## config.mk

```make
export PLATFORM = sky130hd
export DESIGN_NAME = store_align_buffer
export DESIGN_NICKNAME = d
export VERILOG_FILES = /design/src/rtl/store_align_buffer_pkg.sv /design/src/rtl/store_lane_steer.sv /design/src/rtl/store_align_buffer.sv
export SDC_FILE = /design/constraint.sdc
export NUM_CORES = 1
export LEC_CHECK = 0
export ABC_AREA = 1
export CAP_MARGIN = 20
export CORE_ASPECT_RATIO = 0.8
export CORE_MARGIN = 8
export CORE_UTILIZATION = 60
export DETAILED_ROUTE_END_ITERATION = 10
export GPL_TIMING_DRIVEN = 0
export PLACE_DENSITY = 0.83
export SYNTH_ARGS = -nofsm -noshare
export SYNTH_HDL_FRONTEND = slang
export SYNTH_SLANG_ARGS = --single-unit
```

## constraint.sdc

```tcl
create_clock -name sab_i_clk -period 15.1 [get_ports sab_i_clk]
set_input_delay 4.53 -clock sab_i_clk [delete_from_list [all_inputs] [get_ports sab_i_clk]]
set_output_delay 4.53 -clock sab_i_clk [all_outputs]
set_load 0.005 [all_outputs]
```

## src/rtl/store_align_buffer_pkg.sv

```systemverilog
// Shared definitions for the store alignment buffer: datapath width and store opcodes.
package store_align_buffer_pkg;

  localparam int DWIDTH       = 32;
  localparam int OPCODE_WIDTH = 2;

  localparam logic [OPCODE_WIDTH-1:0] STORE_NONE = 2'b00;
  localparam logic [OPCODE_WIDTH-1:0] STORE_WORD = 2'b01;
  localparam logic [OPCODE_WIDTH-1:0] STORE_HALF = 2'b10;
  localparam logic [OPCODE_WIDTH-1:0] STORE_BYTE = 2'b11;

endpackage

```

## src/rtl/store_lane_steer.sv

```systemverilog
// Combinational byte-lane steering: aligns LSB-justified store data and builds the byte mask.
module store_lane_steer #(
  parameter int DWIDTH = store_align_buffer_pkg::DWIDTH
) (
  input  logic [store_align_buffer_pkg::OPCODE_WIDTH-1:0] opcode,
  input  logic [1:0]                                      offset,
  input  logic [DWIDTH-1:0]                               data,
  output logic [DWIDTH-1:0]                               lane_data,
  output logic [DWIDTH/8-1:0]                             lane_mask,
  output logic                                            is_store,
  output logic                                            legal
);
  import store_align_buffer_pkg::*;

  localparam int LANES = DWIDTH / 8;

  logic [DWIDTH-1:0] field;
  logic [LANES-1:0]  base_mask;

  always_comb begin
    field     = '0;
    base_mask = '0;
    is_store  = 1'b1;
    legal     = 1'b0;
    case (opcode)
      STORE_WORD: begin
        field     = data;
        base_mask = LANES'(4'b1111);
        legal     = (offset == 2'b00);
      end
      STORE_HALF: begin
        field     = DWIDTH'(data[15:0]);
        base_mask = LANES'(4'b0011);
        legal     = ~offset[0];
      end
      STORE_BYTE: begin
        field     = DWIDTH'(data[7:0]);
        base_mask = LANES'(4'b0001);
        legal     = 1'b1;
      end
      default: is_store = 1'b0;
    endcase
    lane_mask = base_mask << offset;
    lane_data = field << {offset, 3'b000};
  end

endmodule

```

## src/rtl/store_align_buffer.sv

```systemverilog
// Store alignment FIFO: steers accepted stores into byte lanes and queues them for memory.
module store_align_buffer #(
  parameter int DWIDTH = store_align_buffer_pkg::DWIDTH,
  parameter int AWIDTH = 32,
  parameter int DEPTH  = 4
) (
  input  logic                                            sab_i_clk,
  input  logic                                            sab_i_rst,
  input  logic                                            sab_i_valid,
  output logic                                            sab_o_ready,
  input  logic [store_align_buffer_pkg::OPCODE_WIDTH-1:0] sab_i_opcode,
  input  logic [AWIDTH-1:0]                               sab_i_addr,
  input  logic [DWIDTH-1:0]                               sab_i_data,
  output logic                                            sab_o_misalign,
  output logic                                            sab_o_mem_valid,
  input  logic                                            sab_i_mem_ready,
  output logic [AWIDTH-1:0]                               sab_o_mem_addr,
  output logic [DWIDTH-1:0]                               sab_o_mem_data,
  output logic [DWIDTH/8-1:0]                             sab_o_mem_mask,
  output logic [$clog2(DEPTH):0]                          sab_o_count
);
  localparam int LANES = DWIDTH / 8;
  localparam int PW    = $clog2(DEPTH);
  localparam int CW    = PW + 1;

  logic [AWIDTH-1:0] addr_q [DEPTH];
  logic [DWIDTH-1:0] data_q [DEPTH];
  logic [LANES-1:0]  mask_q [DEPTH];

  logic [PW-1:0] wr_ptr;
  logic [PW-1:0] rd_ptr;
  logic [CW-1:0] count;
  logic          misalign_q;

  logic [DWIDTH-1:0] st_data;
  logic [LANES-1:0]  st_mask;
  logic              st_is_store;
  logic              st_legal;
  logic              accept;
  logic              enq;
  logic              deq;

  store_lane_steer #(.DWIDTH(DWIDTH)) u_steer (
    .opcode    (sab_i_opcode),
    .offset    (sab_i_addr[1:0]),
    .data      (sab_i_data),
    .lane_data (st_data),
    .lane_mask (st_mask),
    .is_store  (st_is_store),
    .legal     (st_legal)
  );

  // Ready depends only on occupancy, so a full buffer refuses even when a dequeue is in flight.
  assign sab_o_ready     = (count != CW'(DEPTH));
  assign sab_o_mem_valid = (count != '0);
  assign accept          = sab_i_valid & sab_o_ready;
  assign enq             = accept & st_is_store & st_legal;
  assign deq             = sab_o_mem_valid & sab_i_mem_ready;

  assign sab_o_mem_addr = sab_o_mem_valid ? addr_q[rd_ptr] : '0;
  assign sab_o_mem_data = sab_o_mem_valid ? data_q[rd_ptr] : '0;
  assign sab_o_mem_mask = sab_o_mem_valid ? mask_q[rd_ptr] : '0;
  assign sab_o_count    = count;
  assign sab_o_misalign = misalign_q;

  always_ff @(posedge sab_i_clk) begin
    if (!sab_i_rst && enq) begin
      addr_q[wr_ptr] <= {sab_i_addr[AWIDTH-1:2], 2'b00};
      data_q[wr_ptr] <= st_data;
      mask_q[wr_ptr] <= st_mask;
    end
  end

  always_ff @(posedge sab_i_clk) begin
    if (sab_i_rst) begin
      wr_ptr     <= '0;
      rd_ptr     <= '0;
      count      <= '0;
      misalign_q <= 1'b0;
    end else begin
      if (enq) wr_ptr <= wr_ptr + PW'(1);
      if (deq) rd_ptr <= rd_ptr + PW'(1);
      case ({enq, deq})
        2'b10:   count <= count + CW'(1);
        2'b01:   count <= count - CW'(1);
        default: count <= count;
      endcase
      misalign_q <= accept & st_is_store & ~st_legal;
    end
  end

endmodule

```

==> metrics.txt, run 1 <==
CP max stage delay=0.55 ns; Rel. slew slack=58.5%; Final Hold Fails=0; top post-synthesis cells by count=nor2_1 (284), edfxtp_1 (264), nand2_1 (96); setup TNS=0 ns; largest family of logic cells by synthesized area=simple AND/OR/NAND/NOR gates; Final setup viols=0; Crit path arrival time=between 2 and 3 ns; worst hold path type=reg2reg; IO Port Bufs=140; Setup Crit Path Kind=reg2out; max cap viols=0; leakage=approximately 5.2 nW; outcome=finished clean; Slew Limit Fails=0; CP startpoint kind=register; Setup Skew=0.00728 ns; wire per inst=approximately 20 um; EDFF count, synth=roughly 260; die area=~24000 um^2; Iter 0 DRT Violations=around 1200; Adder-Cell Fraction of Synth Area=1.14%; Placer Congestion=~1.0; Synth async-reset ratio=0%; overall die height=approximately 140 um; DRT Pass-1 Iters=5; Max Freq=approximately 140 MHz; worst-margin pin slew=0.622 ns; Reg clk slew, reported paths=around 0.060 ns; Ports=between 100 and 150; Via density=5.77; number of global-route vias before repair=roughly 8600; Nets=1302; RSZ-0062 raised after global routing=false; starting density of the core=about 60%; Crit path max-delay family=buffers and inverters; synthesized area=~12000 um^2; synth warn=0; ratio of cells with drive above 1 in the final layout=a little under a tenth; post_cts resized=0; post-route ant nets=0; CTS buffer count=26; Clock Tree Buf Depth=3; most common cell in the netlist=nor2_1; first-pass GRT wire length=around 45000 um; Simple-Gate Fraction of Synth Area=approximately 14%; via count=between 8000 and 9000; part of the cycle the worst path needs=a little under half; worst-path cell chain=buf_4, clkinv_2, clkbuf_1, o21ai_0, a21oi_1, clkdlybuf4s50_1; crit path buf inv count=4; Setup Buffers After CTS=0; DR DRC count=0; CP Max Fanout=10; register area share after synthesis=a little over two thirds; mux cell area share after synthesis=0%; Area contributors post-synth=edfxtp_1 (68%), nor2_1 (9.2%), o21ai_1 (3.8%); CTS H-tree lvls=1; Final min period=about 7.1 ns; CP max stage cell=clkdlybuf4s50_1; Avg Inst Size Synth=roughly 11 um^2; Top FF cell, synth=edfxtp_1; Yosys top cell area share=68.3%; antenna violations before repair=0; largest net degree at the start of global routing=32; Antenna Cells=0; WL final=~30000 um; XOR/XNOR share of the synthesized area=0.0755%; # hold bufs at CTS=0; CP endpoint kind=output port; Final Total Pwr=approximately 0.0023 W; post-DP HPWL=about 20000 um; Die X=about 170 um; Compound-Gate Fraction of Synth Area=between 10% and 20%; Final Util=about three quarters; num rows=45; Synth Instances=about 1000; GR Overflow Total=0; Core Area=around 19000 um^2; worst-skew pair later-pin latency=0.52 ns; Peak VDD IR=between 100 and 150 uV; register bit total from synthesis=~270; required time of the worst setup path=around 11 ns; Netlist cell types=29; Synth area leader=edfxtp_1; CTS tree=done; all-layer global routing usage=between 20% and 30%; Pwr per Cell Area=approximately 160 nW/um^2; area growth from synthesis to layout=24.4%; CTS sink count=about 270; CTS root buf=clkbuf_16
cell type report:
cell class / count / area (um^2)
sequential: 274 / 8130
fill: 1180 / 4530
multi-input combinational: 660 / 2990
timing repair buffer: 148 / 1560
clock buffer: 36 / 749
buffer: 62 / 335
tap: 258 / 323
inverter: 50 / 190
clock inverter: 12 / 168
worst min-delay path: stages (launching register included):
cell	delay (ns)
dfxtp_1	0.35
inv_2	0.08
a21oi_1	0.06
metal layers:
metal / vias to the layer above / GRT usage (%) / wire [um]
met4: 0 / 8.68 / 951
li1: 3960 / - / -
met1: 4049 / 32.9 / 11600
met3: 88 / 4.38 / 3130
met2: 559 / 39.1 / 14200
met5: - / 0 / 0
worst paths after layout:
| kind | from | to | slack (ns) | cells after the start |
|---|---|---|---|---|
| setup / recovery | register | sab_o_mem_data[13] | 7.97 | 6 |
| hold / removal | sab_o_count[2] | sab_o_count[2] | 0.54 | 2 |
| setup reg to reg | sab_o_count[1] | addr_q[3][11] | 12.49 | 6 |
| hold reg to reg | sab_o_count[2] | sab_o_count[2] | 0.54 | 2 |
where the power goes:
part           internal, W  leakage, nW  switching (W)
logic             0.000328         2.29       0.000416
clock network     0.000416        0.446       0.000273
registers         0.000850         2.47     0.00000905
through the flow:
step                      instances  hold WS [ns]  area, um^2  setup slack (ns)
final                          1500         0.536       14400              7.97
after detailed placement       1452         0.520       13500              7.44
after global routing           1500         0.573       14400              7.81
after floorplan                1046         0.462       11600              6.46
after CTS                      1500         0.535       14400              7.98
after global placement         1444         0.515       13300              3.86
cell families after synthesis:
logic type,after synthesis
adder cells (fa/ha/maj),10
flip-flops,274
buffers and inverters,112
AND/OR/NAND/NOR,414
XOR/XNOR,1
AO/OA/AOI/OAI,233
other,1
sequential cells by signal, summed over array words and instances, names as in the netlist, named ones only:
register        cells
addr_q            120
sab_o_count         3
mask_q             16
sab_o_misalign      1
wr_ptr              2
rd_ptr              2
data_q            128
layout by cell type, fill, tap and decap left out, drive strengths merged:
master / instances
xor2: 1
edfxtp: 264
nand2: 98
dfxtp: 10
o211ai: 1
bufinv: 4
conb: 2
a21oi: 74
clkinv: 8
ha: 9
nand3: 28
clkinvlp: 2
buf: 53
fa: 1
nor2: 288
o21ai: 152
o22ai: 5
clkbuf: 53
clkdlybuf4s50: 140
a21boi: 1
inv: 48
Note: power is estimated with default switching activity, not from simulation.
==> inputs of run 2 (changes only) <==
Settings changed: CORE_UTILIZATION 60 to 50, PLACE_DENSITY 0.83 to 0.74.
Clock period 15.1 ns to 6.3 ns, I/O delays scaled along.
==> metrics.txt, run 2 (synthesis gave the netlist of run 1 again) <==
Crit path max-delay family=buffers and inverters; first-pass GRT wire length=44600 um (-1.9%); starting density of the core=50.3% (-11 points); Final Total Pwr=0.00526 W (+130%); Seq pwr share=39.1% (+1.6 points); largest net degree at the start of global routing=31 (-3.1%); P_int=0.00360 W (+130%); IO Port Bufs=140 (unchanged); area growth from synthesis to layout=23.8%; Reg clk slew, reported paths=0.06 ns (about the same); all-layer global routing usage=19.7% (-4.6 points); Die X=186 um (+8.7%); Placer Congestion=0.931 (-7.9%); Pwr per Cell Area=366 nW/um^2 (+130%); stages on the worst setup path=10 (+4); Via density=5.34 (-7.5%); outcome=finished clean; final design instance area without fill=14400 um^2 (-0.50%); antenna violations before repair=0 (unchanged); CP max stage cell=nor2_4; CTS H-tree lvls=1 (unchanged); CTS sink count=274 (unchanged); worst-path cell chain=clkdlybuf4s50_1, inv_1, ha_1, inv_1, nand2_1, a21oi_2, nand3_1, nor2_4, buf_12, buf_12; Ports=144 (unchanged); Largest regs=data_q: 128 flops, addr_q: 120 flops, mask_q: 16 flops; CP max stage delay=0.61 ns (+0.06 ns); NetSw=0.00165 W (+140%); worst-skew pair later-pin latency=0.53 ns (about the same); CP endpoint kind=register; num rows=50 (+11%); CTS tree=done; CTS root buf=clkbuf_16; overall die height=152 um (+8.5%); Setup Skew=0.0108 ns (+0.00355 ns); CTS buffer count=27 (+3.8%); post-DP HPWL=19700 um (+0.82%); DR DRC count=0 (unchanged); number of global-route vias before repair=8188 (-4.5%); crit path buf inv count=5 (+1); Nets=1303 (+0.077%); Post-DP Area=13600 um^2 (+0.50%); commonest non-fill, non-tap cell in the layout=nor2_1; # hold bufs at CTS=0 (unchanged); die area=28400 um^2 (+18%); max cap viols=0 (unchanged); CP startpoint kind=input pin; CP Max Fanout=27 (+17); Final setup viols=0 (unchanged); required time of the worst setup path=6.53 ns (-4.04 ns); Setup Crit Path Kind=in2reg; post_cts resized=0 (unchanged); Comb pwr share=33.7% (+1.2 points); Final Hold Fails=0 (unchanged); DRT Pass-1 Iters=5 (unchanged); leakage=5.15 nW (-1.0%); Rel. slew slack=58.4% (about the same); Slew Limit Fails=0 (unchanged); Iter 0 DRT Violations=696 (-42%); worst r2r path cells=6 (unchanged); Peak VDD IR=209 uV (+88%); via count=8295 (-4.2%); RSZ-0062 raised after global routing=false; Crit path arrival time=4.78 ns (+2.18 ns); Clock Tree Buf Depth=3 (unchanged); commonest non-fill, non-tap cells in the layout=nor2_1 (280), edfxtp_1 (264), clkdlybuf4s50_1 (140), nand2_1 (96), o21ai_1 (87); Max Freq=between 200 and 250 MHz; Clk pwr share=27.2% (-2.9 points); wire per inst=18.7 um (-6.3%); post-route ant nets=0 (unchanged); Antenna Cells=0 (unchanged); part of the cycle the worst path needs=about 72%; max reg flops=128 (unchanged); most flop-heavy register=data_q; Min-Delay Path Depth=2 (unchanged); switching share of power=31.4% (+0.95 points); Core Area=23100 um^2 (+22%); WL final=29000 um (-2.9%); worst-margin pin slew=0.622 ns (+0.000299 ns); GR Overflow Total=0 (unchanged); Final min period=roughly 4.5 ns; ratio of cells with drive above 1 in the final layout=9.18% (-0.16 points); Setup Buffers After CTS=0 (unchanged); worst hold path type=reg2reg
==> run 2: cell types whose count changed in the layout (fill, tap and decap cells not counted), sizes merged <==
| cell | delta |
|---|---|
| bufinv | -4 |
| clkbuf | -6 |
| clkinv | +10 |
| clkinvlp | -1 |
| inv | +1 |
==> run 2: area by class of cell <==
class	instances	area [um^2]
clock inverters	18	90.1
flip-flops and latches	274	8130
plain buffers	62	335
inverters	50	190
clock buffers	30	687
well taps	312	390
fillers	1753	8710
repair buffers	148	1560
multi-input cells	660	2990
==> run 2: tightest hold or removal path: stages, from the launching register on <==
cell and delay, ns:
dfxtp_1 0.34, inv_2 0.08, a21oi_1 0.06
==> run 2: routing by layer <==
metal  routed length (um)  global-route usage [%]  part of all wire, %  vias up
met5                    0                       0                    0        -
met4                  518                    5.02                  1.8        0
met3                 2250                    4.00                  7.8       41
met2                13500                    31.9                   47      321
met1                12700                    27.0                   44     3982
li1                     -                       -                    -     3951
==> run 2: worst paths after layout <==
path,from,endpoint,slack (ns)
worst min register to register,sab_o_count[2],sab_o_count[2],0.53
worst min-delay path,sab_o_count[2],sab_o_count[2],0.53
worst max-delay path,sab_i_opcode[1],addr_q[1][11],1.75
worst max register to register,sab_o_count[1],addr_q[1][11],3.72
==> run 2: stage by stage <==
stage / TNS (ns) / setup WS (ns) / util, % / std cells / hold slack, ns
final: 0 / 1.75 / 62.2 / 1554 / 0.526
after global routing: 0 / 1.57 / 62.2 / 1554 / 0.572
after CTS: 0 / 1.73 / 62.2 / 1554 / 0.526
after detailed placement: 0 / 1.17 / 58.9 / 1506 / 0.516
after global placement: -626.53 / -2.48 / 58.1 / 1498 / 0.516
after floorplan: 0 / 0.304 / - / 1046 / 0.462
==> run 2: power groups by stage <==
stage	Clock, W	Combinational, W	Sequential [W]
floorplan	0	0.000809	0.00209
global placement	0	0.00176	0.00210
detailed placement	0	0.00178	0.00209
CTS	0.00144	0.00180	0.00206
global route	0.00151	0.00193	0.00206
finish	0.00143	0.00177	0.00206
